`config.mk`:
```
export PLATFORM = sky130hd
export DESIGN_NAME = fifo_rd_ctrl
export DESIGN_NICKNAME = d
export VERILOG_FILES = /design/src/rtl/fifo_rd_ctrl.sv
export SDC_FILE = /design/constraint.sdc
export NUM_CORES = 1
export LEC_CHECK = 0
export CORE_MARGIN = 2
export CORE_UTILIZATION = 41
export CTS_BUF_LIST = sky130_fd_sc_hd__clkbuf_8 sky130_fd_sc_hd__clkbuf_16
export CTS_CLUSTER_DIAMETER = 50
export DETAILED_ROUTE_END_ITERATION = 6
export PLACE_DENSITY = 0.82
export REMOVE_ABC_BUFFERS = 1
export SYNTH_ARGS = -nofsm -noshare
export SYNTH_HDL_FRONTEND = slang
export SYNTH_SLANG_ARGS = --single-unit
```
`constraint.sdc`:
```
create_clock -name clk -period 2.5 [get_ports clk]
set_input_delay 0.375 -clock clk [delete_from_list [all_inputs] [get_ports clk]]
set_output_delay 0.375 -clock clk [all_outputs]
set_load 0.005 [all_outputs]
```
`src/rtl/fifo_rd_ctrl.sv`:
```
// Read-side pointer and flag controller for a gray-pointer asynchronous FIFO.
// Everything here runs in the read clock domain; wptr_gray_sync arrives already synchronised.
module fifo_rd_ctrl #(
    parameter int ADDR_WIDTH   = 4,
    parameter int ALMOST_EMPTY = 2
) (
    input  logic                  clk,
    input  logic                  rst,
    input  logic                  rd_en,
    input  logic                  clr_err,
    input  logic [ADDR_WIDTH:0]   wptr_gray_sync,
    output logic [ADDR_WIDTH:0]   rptr_gray,
    output logic [ADDR_WIDTH-1:0] raddr,
    output logic                  ram_re,
    output logic                  rd_valid,
    output logic                  empty,
    output logic                  almost_empty,
    output logic [ADDR_WIDTH:0]   rd_level,
    output logic                  underflow
);

    localparam int PW = ADDR_WIDTH + 1;
    localparam logic [PW-1:0] AE_LEVEL = PW'(ALMOST_EMPTY);

    logic [PW-1:0] rbin;
    logic [PW-1:0] rbin_next;
    logic [PW-1:0] rgray_next;
    logic [PW-1:0] wbin;
    logic [PW-1:0] level_next;
    logic          pop;

    // Pop handshake: rd_en is a request, accepted only while the registered
    // empty is low; ram_re marks the accepted pop and rd_valid qualifies the
    // RAM data one clock later. A request while empty is refused and flagged.
    assign pop        = rd_en & ~empty;
    assign ram_re     = pop;
    assign raddr      = rbin[ADDR_WIDTH-1:0];
    assign rbin_next  = rbin + PW'(pop);
    assign rgray_next = rbin_next ^ (rbin_next >> 1);
    assign level_next = wbin - rbin_next;

    // Gray to binary: bit i is the XOR of all gray bits at or above i.
    always_comb begin
        wbin = '0;
        for (int i = 0; i < PW; i++) begin
            wbin[i] = ^(wptr_gray_sync >> i);
        end
    end

    always_ff @(posedge clk or posedge rst) begin
        if (rst) begin
            rbin         <= '0;
            rptr_gray    <= '0;
            rd_valid     <= 1'b0;
            empty        <= 1'b1;
            almost_empty <= 1'b1;
            rd_level     <= '0;
            underflow    <= 1'b0;
        end else begin
            rbin         <= rbin_next;
            rptr_gray    <= rgray_next;
            rd_valid     <= pop;
            // Full gray compare including MSB keeps a wrapped-full FIFO distinct from empty.
            empty        <= (rgray_next == wptr_gray_sync);
            rd_level     <= level_next;
            almost_empty <= (level_next <= AE_LEVEL);
            if (rd_en & empty) begin
                underflow <= 1'b1;
            end else if (clr_err) begin
                underflow <= 1'b0;
            end
        end
    end

endmodule

```
==> Word-level counts from Yosys, hierarchy flattened <==
Index checks and enable logic that the tools add are counted.
{ "classes": {"add_sub_neg": 2, "n_lt_le_gt_ge": 1, "n_eq_ne": 1, "n_mux": 2, "bitwise_logic": 4, "reduce_logical": 6} }
{ "op_table": {"columns": ["cell", "n"], "rows": [
  ["$reduce_xor 5->1", 5],
  ["$add 5x1->5", 1],
  ["$eq 5x5->1", 1],
  ["$le 5x2->1 const B", 1],
  ["$sub 5x5->5", 1],
  ["$xor 5x4->5", 1],
  ["$and 1x1->1", 2],
  ["$mux 1", 2],
  ["$reduce_bool 2->1", 1],
  ["$not 1->1", 1]
]} }
{ "word_totals": {"register_bits": 19, "input_bits": 9} }

==> Longest topological paths before layout <==
Gate-level depths: netlist of the first run.
{ "depth": {"depth_word": 5, "depth_mapped": 10} }

==> Least setup slack after synthesis of the first run <==
OpenSTA, ideal clock, no wires.
{ "synth_path": {"path_type": "flip-flop to flip-flop", "startpoint": "register empty", "endpoint": "register almost_empty", "arrival_time_ps": 2420, "required_time_ps": 2416, "setup_slack_ps": -4, "stages_incl_launch_ff": 11, "n_path_buf": 1, "period_less_slack_ps": 2504, "cell_sequence": "dfstp_2 > nor2b_1 > ha_1 > ha_1 > clkbuf_1 > xnor2_1 > ha_1 > a21o_1 > a21bo_1 > o31ai_2 > nor3b_1"} }
{ "synth_via": {"elab_chain_cells": 5} }
{ "synth_lines": {"columns": ["element", "line_no", "text"], "rows": [
  ["start: declaration", "16", "output logic empty,"],
  ["start signal: assignment", "64", "empty <= (rgray_next == wptr_gray_sync);"],
  ["$not 1->1", "35", "assign pop = rd_en & ~empty;"],
  ["$and 1x1->1", "35", null],
  ["net ram_re", "14", "output logic ram_re,"],
  ["$add 5x1->5", "38", "assign rbin_next = rbin + PW'(pop);"],
  ["net rbin_next[1]", "26", "logic [PW-1:0] rbin_next;"],
  ["$sub 5x5->5", "40", "assign level_next = wbin - rbin_next;"],
  ["$le 5x2->1", "66", "almost_empty <= (level_next <= AE_LEVEL);"],
  ["end signal: assignment", "66", null],
  ["end: declaration", "17", "output logic almost_empty,"]
]} }
The timed path passes the listed nets, and every way through them passes these cells.
A chain may end at the register's enable or synchronous reset.

==> Final worst setup path of the first run <==
{ "layout_path": {"startpoint": "input wptr_gray_sync[1]", "endpoint": "register almost_empty"} }
{ "layout_via": {"elab_chain_cells": 3} }
{ "layout_lines": {"columns": ["element", "line_no", "text"], "rows": [
  ["start: declaration", "11", "input logic [ADDR_WIDTH:0] wptr_gray_sync,"],
  ["$reduce_xor 5->1", "46", "wbin[i] = ^(wptr_gray_sync >> i);"],
  ["$sub 5x5->5 *", "40", null],
  ["$le 5x2->1 *", "66", null]
]} }
Every way passes the cells marked *; elsewhere a longest branch is shown, timed or not.

==> results.sh, run 1 <==
export IMPL_netlist_top_cells_count="dfrtp_1, inv_1, xor2_1"
export IMPL_grt_setup_unrepaired="false"
export IMPL_area_delta_synth_final_pct=61.39
export IMPL_drt_iter0_markers=3
export IMPL_leakagePower_nw=0.6884
export IMPL_min_period_over_period_pct=93.78
export IMPL_grt_pass1_wl_mm=3.243
export IMPL_io_buffers=27
export IMPL_power_mw=2.338
export IMPL_numCtsBuffers=3
export IMPL_use_met3_pct=2.011
export IMPL_crit_path_start_kind="input pin"
export IMPL_synth_main_ff_cell="dfrtp_1"
export IMPL_status="completed"
export IMPL_whs_path_depth=3
export IMPL_die_x_um=51.72
export IMPL_p_sw_uw=851.6
export IMPL_synth_edf_count=0
export IMPL_setup_viol=0
export IMPL_slowest_stage="dlygate4sd2_1"
export IMPL_synth_area_leaders="dfrtp_1, xor2_1, xnor2_1"
export IMPL_antenna_cells=0
export IMPL_wl_per_cell_um=13.09
export IMPL_cts_max_level=1
export IMPL_slowest_delay_ns=0.29
export IMPL_drv_slew=0
export IMPL_fin_skew_ns=0.001281
export IMPL_final_nets=147
export IMPL_dp_hpwl_mm=1.553
export IMPL_routed_wl_mm=2.094
export IMPL_grt_pass1_vias=777
export IMPL_core_area_um2=2191
export IMPL_cts_sinks=18
export IMPL_clockRootBuffer="clkbuf_8"
export IMPL_drc_errors=0
export IMPL_min_path_type="in -> reg"
export IMPL_std_cell_rows=17
export IMPL_ys_seq_area_share_pct=48.53
export IMPL_initial_utilization_pct=42.60
export IMPL_async_flop_share_pct=100.0
export IMPL_worst_slew_pin_slew_ns=0.6383
export IMPL_synth_area_um2=933.4
export IMPL_rr_worst_depth=10
export IMPL_cp_end_kind="flop"
export IMPL_drive_gt1_share_pct=28.03
export IMPL_critPathMostFrequentCell="xnor2_2"
export IMPL_gp_congestion=0.7850
export IMPL_ff2ff_setup_slack_ns=0.19
export IMPL_gr_usage_met2_pct=33.33
export IMPL_crit_required_ns=2.68
export IMPL_die_h_um=51.72
export IMPL_antenna_found_initial=0
export IMPL_p_int_mw=1.486
export IMPL_swShare_pct=36.43
export IMPL_top_usage_layer="met2"
export IMPL_clock_path_buffers=2
export IMPL_yosysTopAreaCell="dfrtp_1"
export IMPL_clk_pin_slew_ns=0.06
export IMPL_post_route_util_pct=68.76
export IMPL_worstHoldStart="rd_en"
export IMPL_num_vias=771
export IMPL_ir_drop_mv=0.9057
export IMPL_holdPathEnd="underflow"
export IMPL_ys_ff_latch=18
export IMPL_min_period_ns=2.344
export IMPL_r2r_start="empty"
export IMPL_ios=28
export IMPL_met1_usage_pct=17.07
export IMPL_p_clk_share_pct=9.8
export IMPL_clkLatencyLatePin_ns=0.25
export IMPL_ys_warnings_count=0
export IMPL_syn_area_per_cell_um2=11.11
export IMPL_dr_pass1_iters=4
export IMPL_track_usage_pct=16.80
export IMPL_dieArea_um2=2674
export IMPL_combPwrFrac_pct=67.5
export IMPL_cp_cell_sequence="dlygate4sd2_1 -> xnor2_2 -> xnor2_2 -> xnor2_1 -> ha_2 -> inv_1 -> ha_1 -> a21o_1 -> and3_2 -> o31ai_4 -> nor3b_2"
export IMPL_cts_hold_buf=0
export IMPL_hold_viol=0
export IMPL_p_per_area_nw_per_um2=1552
export IMPL_seqPwrFrac_pct=22.7
export IMPL_synth_most_common_cell="dfrtp_1"
export IMPL_crit_arrival_ns=2.53
export IMPL_slew_headroom_pct=57.40
export IMPL_rr_endpoint="almost_empty"
export IMPL_cap_violations=0
export IMPL_grt_max_degree=19
export IMPL_cts_tree="built"
export IMPL_max_freq_mhz=426.5
export IMPL_netlist_instances=84
export IMPL_synth_top_cell_area_share_pct=42.90
export IMPL_grt_overflow=0
export IMPL_crit_fanout=3
export IMPL_critical_path_class="in -> reg"
export IMPL_synthDistinctLibCells=26
export IMPL_fillers=162
export IMPL_ant_nets=0
export IMPL_avgViaCountPerCell=4.819
==> registers in the layout, indices dropped and copies added (netlist names) <==
| signal | count |
|---|---|
| rbin | 5 |
| rd_level | 5 |
| rptr_gray | 4 |
| almost_empty | 1 |
| empty | 1 |
| rd_valid | 1 |
| underflow | 1 |
==> placed cells by master (no fill, tap or decap) <==
cell type | Yosys | final
nand4b_1 | 1 | 1
o211ai_1 | 1 | 1
xor2_2 | 2 | 2
dlymetal6s2s_1 | 0 | 1
ha_1 | 5 | 2
inv_1 | 12 | 12
ha_4 | 0 | 2
clkbuf_8 | 0 | 4
a21o_1 | 1 | 1
nor3b_2 | 0 | 1
a21bo_2 | 0 | 1
nor4_4 | 0 | 1
o21ai_0 | 2 | 2
or3_1 | 1 | 1
nand3_1 | 4 | 4
and3_2 | 1 | 1
nand2_1 | 3 | 3
a2111oi_1 | 0 | 1
clkdlybuf4s50_1 | 0 | 22
o41ai_1 | 1 | 1
dfstp_2 | 2 | 2
dlygate4sd2_1 | 0 | 4
ha_2 | 0 | 1
xnor2_2 | 0 | 2
nand2b_1 | 1 | 1
xnor2_1 | 9 | 7
buf_6 | 0 | 1
buf_4 | 0 | 17
o31ai_4 | 0 | 1
xor2_1 | 11 | 11
a21oi_1 | 1 | 1
dfrtp_1 | 16 | 16
nor2_1 | 3 | 3
nor2b_4 | 0 | 1
==> critical path: cells and delay by family <==
family                     cells  cell delay, ns
AOI/OAI and AO/OA              2            0.44
adders and majority gates      2            0.39
xor gates and xnor gates       3            0.55
and+or+nand+nor                2            0.44
buffers and inverters          2            0.33
==> worst max-delay path by stage <==
| stage | cells past startpoint | from | endpoint | slack (ns) |
|---|---|---|---|---|
| global placement | 11 | rd_en | almost_empty | -0.33 |
| floorplan | 10 | empty | almost_empty | 0.05 |
| detailed placement | 11 | rd_en | almost_empty | -0.48 |
| CTS | 11 | rd_en | almost_empty | 0.01 |
| finish | 11 | wptr_gray_sync[1] | almost_empty | 0.16 |
| global route | 11 | wptr_gray_sync[4] | almost_empty | 0.07 |
==> cell families (layout without fill, tap and decap cells) <==
kind of cell / Yosys count / after routing / synth area share (%)
AO/OA/AOI/OAI: 9 / 9 / 7.507
XOR/XNOR: 22 / 22 / 22.25
adder cells (fa/ha/maj): 5 / 5 / 6.702
buffers and inverters: 13 / 61 / 5.227
flip-flops: 18 / 18 / 48.52
AND/OR/NAND/NOR: 17 / 17 / 9.788
==> power by group through the flow <==
stage | clock [mW] | sequential (mW) | combinational [mW]
3_5_place_dp | 0 | 0.523 | 1.41
6_report | 0.230 | 0.530 | 1.58
3_3_place_gp | 0 | 0.515 | 1.37
2_1_floorplan | 0 | 0.534 | 0.697
4_1_cts | 0.235 | 0.531 | 1.52
5_1_grt | 0.251 | 0.542 | 1.72
==> through the flow <==
stage	setup TNS, ns	area, µm²	std cells	setup slack (ns)	hold slack, ns
2_1_floorplan	0	929.6	83	0.05202	0.3121
3_3_place_gp	-1.063	1363	155	-0.3314	0.5186
3_5_place_dp	-1.666	1363	155	-0.4841	0.5308
4_1_cts	0	1480	159	0.01164	0.5406
5_1_grt	0	1506	160	0.06884	0.4375
6_report	0	1506	160	0.1556	0.4053
==> timing repair <==
action | 4_1_cts | 5_1_grt
setup buffers | 0 | 1
pin swaps | 4 | 0
cloned | 0 | 0
resized for setup | 16 | 5
setup endpoints to repair | 3 | 3
==> routing by layer <==
layer  vias to the layer above  wire, µm
met4                         0        41
met1                       362       774
met5                         -         0
met3                         6       110
met2                        34      1168
li1                        369         -
==> area by class of cell <==
| cell class | instances | area (µm²) | area share, % |
|---|---|---|---|
| Sequential cell | 18 | 452.9 | 30.07 |
| Inverter | 12 | 45.04 | 2.990 |
| Multi-Input combinational cell | 53 | 511.7 | 33.97 |
| Clock buffer | 4 | 55.05 | 3.654 |
| Timing Repair Buffer | 45 | 406.6 | 26.99 |
| Tap cell | 28 | 35.03 | 2.326 |
(Power assumes the default switching activity.)
==> inputs of run 2 (changes only) <==
Settings changed: CORE_MARGIN 2 to not set, CORE_UTILIZATION 41 to 43, CTS_BUF_LIST sky130_fd_sc_hd__clkbuf_8 sky130_fd_sc_hd__clkbuf_16 to sky130_fd_sc_hd__clkbuf_4, PLACE_DENSITY 0.82 to 0.85.
==> run 2 against run 1 <==
  * Sequential share of layout area rose by 0.23 points
  * Worst setup slack got worse by 0.085 ns
  * Routed wire length fell by 0.81%
  * Worst hold slack improved by 0.063 ns
  * Fmax fell by 3.5%
  * Largest power group unchanged
  * Largest cell class unchanged
  * Design area fell by 0.75%
  * Cell count fell by 1.9%
  * Clock power fell by 39%
  * Core utilization rose by 5.9 points
  * Clock-buffer cell count fell by 1
  * Critical path depth did not move
==> results.sh, run 2 (synthesis gave the netlist of run 1 again) <==
export IMPL_status="completed"
export IMPL_std_cell_rows=16
export IMPL_dpl_cell_area_um2=1354
export IMPL_path_depth=11
export IMPL_rr_worst_depth=10
export IMPL_ff2ff_setup_slack_ns=0.12
export IMPL_cap_violations=0
export IMPL_crit_fanout=5
export IMPL_cts_tree="built"
export IMPL_slowest_stage="clkdlybuf4s50_1"
export IMPL_min_period_ns=2.429
export IMPL_min_path_type="in -> async"
export IMPL_gp_congestion=0.8049
export IMPL_post_route_util_pct=74.69
export IMPL_drt_iter0_markers=6
export IMPL_critical_path_class="in -> reg"
export IMPL_num_vias=763
export IMPL_antenna_found_initial=0
export IMPL_critPathMostFrequentCell="ha_4"
export IMPL_crit_arrival_ns=2.65
export IMPL_crit_path_start="rd_en"
export IMPL_grt_pass1_vias=774
export IMPL_crit_family="buffers and inverters"
export IMPL_area_delta_synth_final_pct=60.19
export IMPL_p_per_area_nw_per_um2=1512
export IMPL_ant_nets=0
export IMPL_max_freq_mhz=411.7
export IMPL_setup_slack_ns=0.07097
export IMPL_avgViaCountPerCell=4.860
export IMPL_critPathBufInv=2
export IMPL_leakagePower_nw=0.6843
export IMPL_grt_overflow=0
export IMPL_cp_cell_sequence="clkdlybuf4s50_1 -> nor2b_4 -> ha_4 -> ha_4 -> xor2_4 -> buf_6 -> xnor2_2 -> nor2_1 -> a21bo_2 -> o31ai_4 -> nor3b_2"
export IMPL_grt_pass1_wl_mm=3.401
export IMPL_rr_endpoint="almost_empty"
export IMPL_cts_sinks=18
export IMPL_die_h_um=48.59
export IMPL_dpl_worst_slack_ns=-0.4854
export IMPL_drv_slew=0
export IMPL_final_common_cell="clkdlybuf4s50_1"
export IMPL_fillers=128
export IMPL_grt_max_degree=19
export IMPL_dr_pass1_iters=4
export IMPL_final_nets=146
export IMPL_numCtsBuffers=3
export IMPL_clockRootBuffer="clkbuf_4"
export IMPL_cts_hold_buf=0
export IMPL_crit_path_start_kind="input pin"
export IMPL_antenna_cells=0
export IMPL_setup_viol=0
export IMPL_r2r_start="empty"
export IMPL_min_period_over_period_pct=97.16
export IMPL_fin_skew_ns=0.004438
export IMPL_routed_wl_mm=2.077
export IMPL_ir_drop_mv=0.9028
export IMPL_reg_largest_list="rbin x5, rd_level x5, rptr_gray x4"
export IMPL_drc_errors=0
export IMPL_slowest_delay_ns=0.48
export IMPL_clkLatencyLatePin_ns=0.29
export IMPL_worst_slew_pin_slew_ns=0.6654
export IMPL_io_buffers=27
export IMPL_wl_per_cell_um=13.23
export IMPL_clk_pin_slew_ns=0.10
export IMPL_initial_utilization_pct=46.62
export IMPL_track_usage_pct=19.37
export IMPL_dp_hpwl_mm=1.466
export IMPL_core_area_um2=2002
export IMPL_dieArea_um2=2361
export IMPL_mostFrequentLayoutCells="clkdlybuf4s50_1, buf_4, dfrtp_1"
export IMPL_drive_gt1_share_pct=30.00
export IMPL_hold_viol=0
export IMPL_cp_end_kind="flop"
export IMPL_die_x_um=48.59
export IMPL_crit_required_ns=2.72
export IMPL_clock_path_buffers=2
export IMPL_cts_max_level=1
export IMPL_slew_headroom_pct=55.59
export IMPL_tns_ns=0
export IMPL_ios=28
export IMPL_final_cell_area_um2=1495
==> run 2: changes by cell type in the layout (fill, tap and decap cells not counted), sizes merged <==
cell,delta
buf,-1
clkbuf,-1
clkdlybuf4s50,+1
dlygate4sd2,-2
dlymetal6s2s,+1
==> run 2: per-stage QoR <==
stage | instances | power (mW) | hold slack, ns
CTS | 157 | 2.122 | 0.4896
global route | 157 | 2.436 | 0.5635
finish | 157 | 2.261 | 0.4687
detailed placement | 153 | 1.903 | 0.5371
floorplan | 83 | 1.231 | 0.3121
global placement | 153 | 1.846 | 0.5232
==> run 2: layer usage <==
metal / share of wire, % / wire length, µm / up-vias / global-route usage, %
met4: 2.6 / 53 / 0 / 11.76
met1: 40 / 839 / 366 / 21.34
met3: 3.6 / 75 / 6 / 2.830
met5: 0 / 0 / - / 0
met2: 53 / 1109 / 25 / 34.98
li1: - / - / 366 / -
==> run 2: power breakdown <==
part           switching (mW)  internal, mW
logic                   0.708         0.885
registers              0.0784         0.449
clock network          0.0853        0.0561
total                   0.871          1.39
==> run 2: worst max-delay path by stage <==
stage                               to  slack, ns
after floorplan           almost_empty       0.05
after global placement    almost_empty      -0.33
after detailed placement  almost_empty      -0.49
after CTS                 almost_empty     -0.006
after global routing      almost_empty      -0.03
final                     almost_empty       0.07
==> run 2: final cells by class <==
| cell class | instances | area, µm² | share of cell area (%) |
|---|---|---|---|
| Inverter | 12 | 45.04 | 3.013 |
| Tap cell | 27 | 33.78 | 2.259 |
| Timing Repair Buffer | 44 | 404.1 | 27.03 |
| Sequential cell | 18 | 452.9 | 30.29 |
| Clock buffer | 3 | 22.52 | 1.506 |
| Multi-Input combinational cell | 53 | 536.8 | 35.90 |
==> run 2: what timing repair did <==
action	4_1_cts	5_1_grt
buffers inserted	1	0
pin swaps	3	5
gates resized for setup	11	14
setup endpoints to repair	3	3
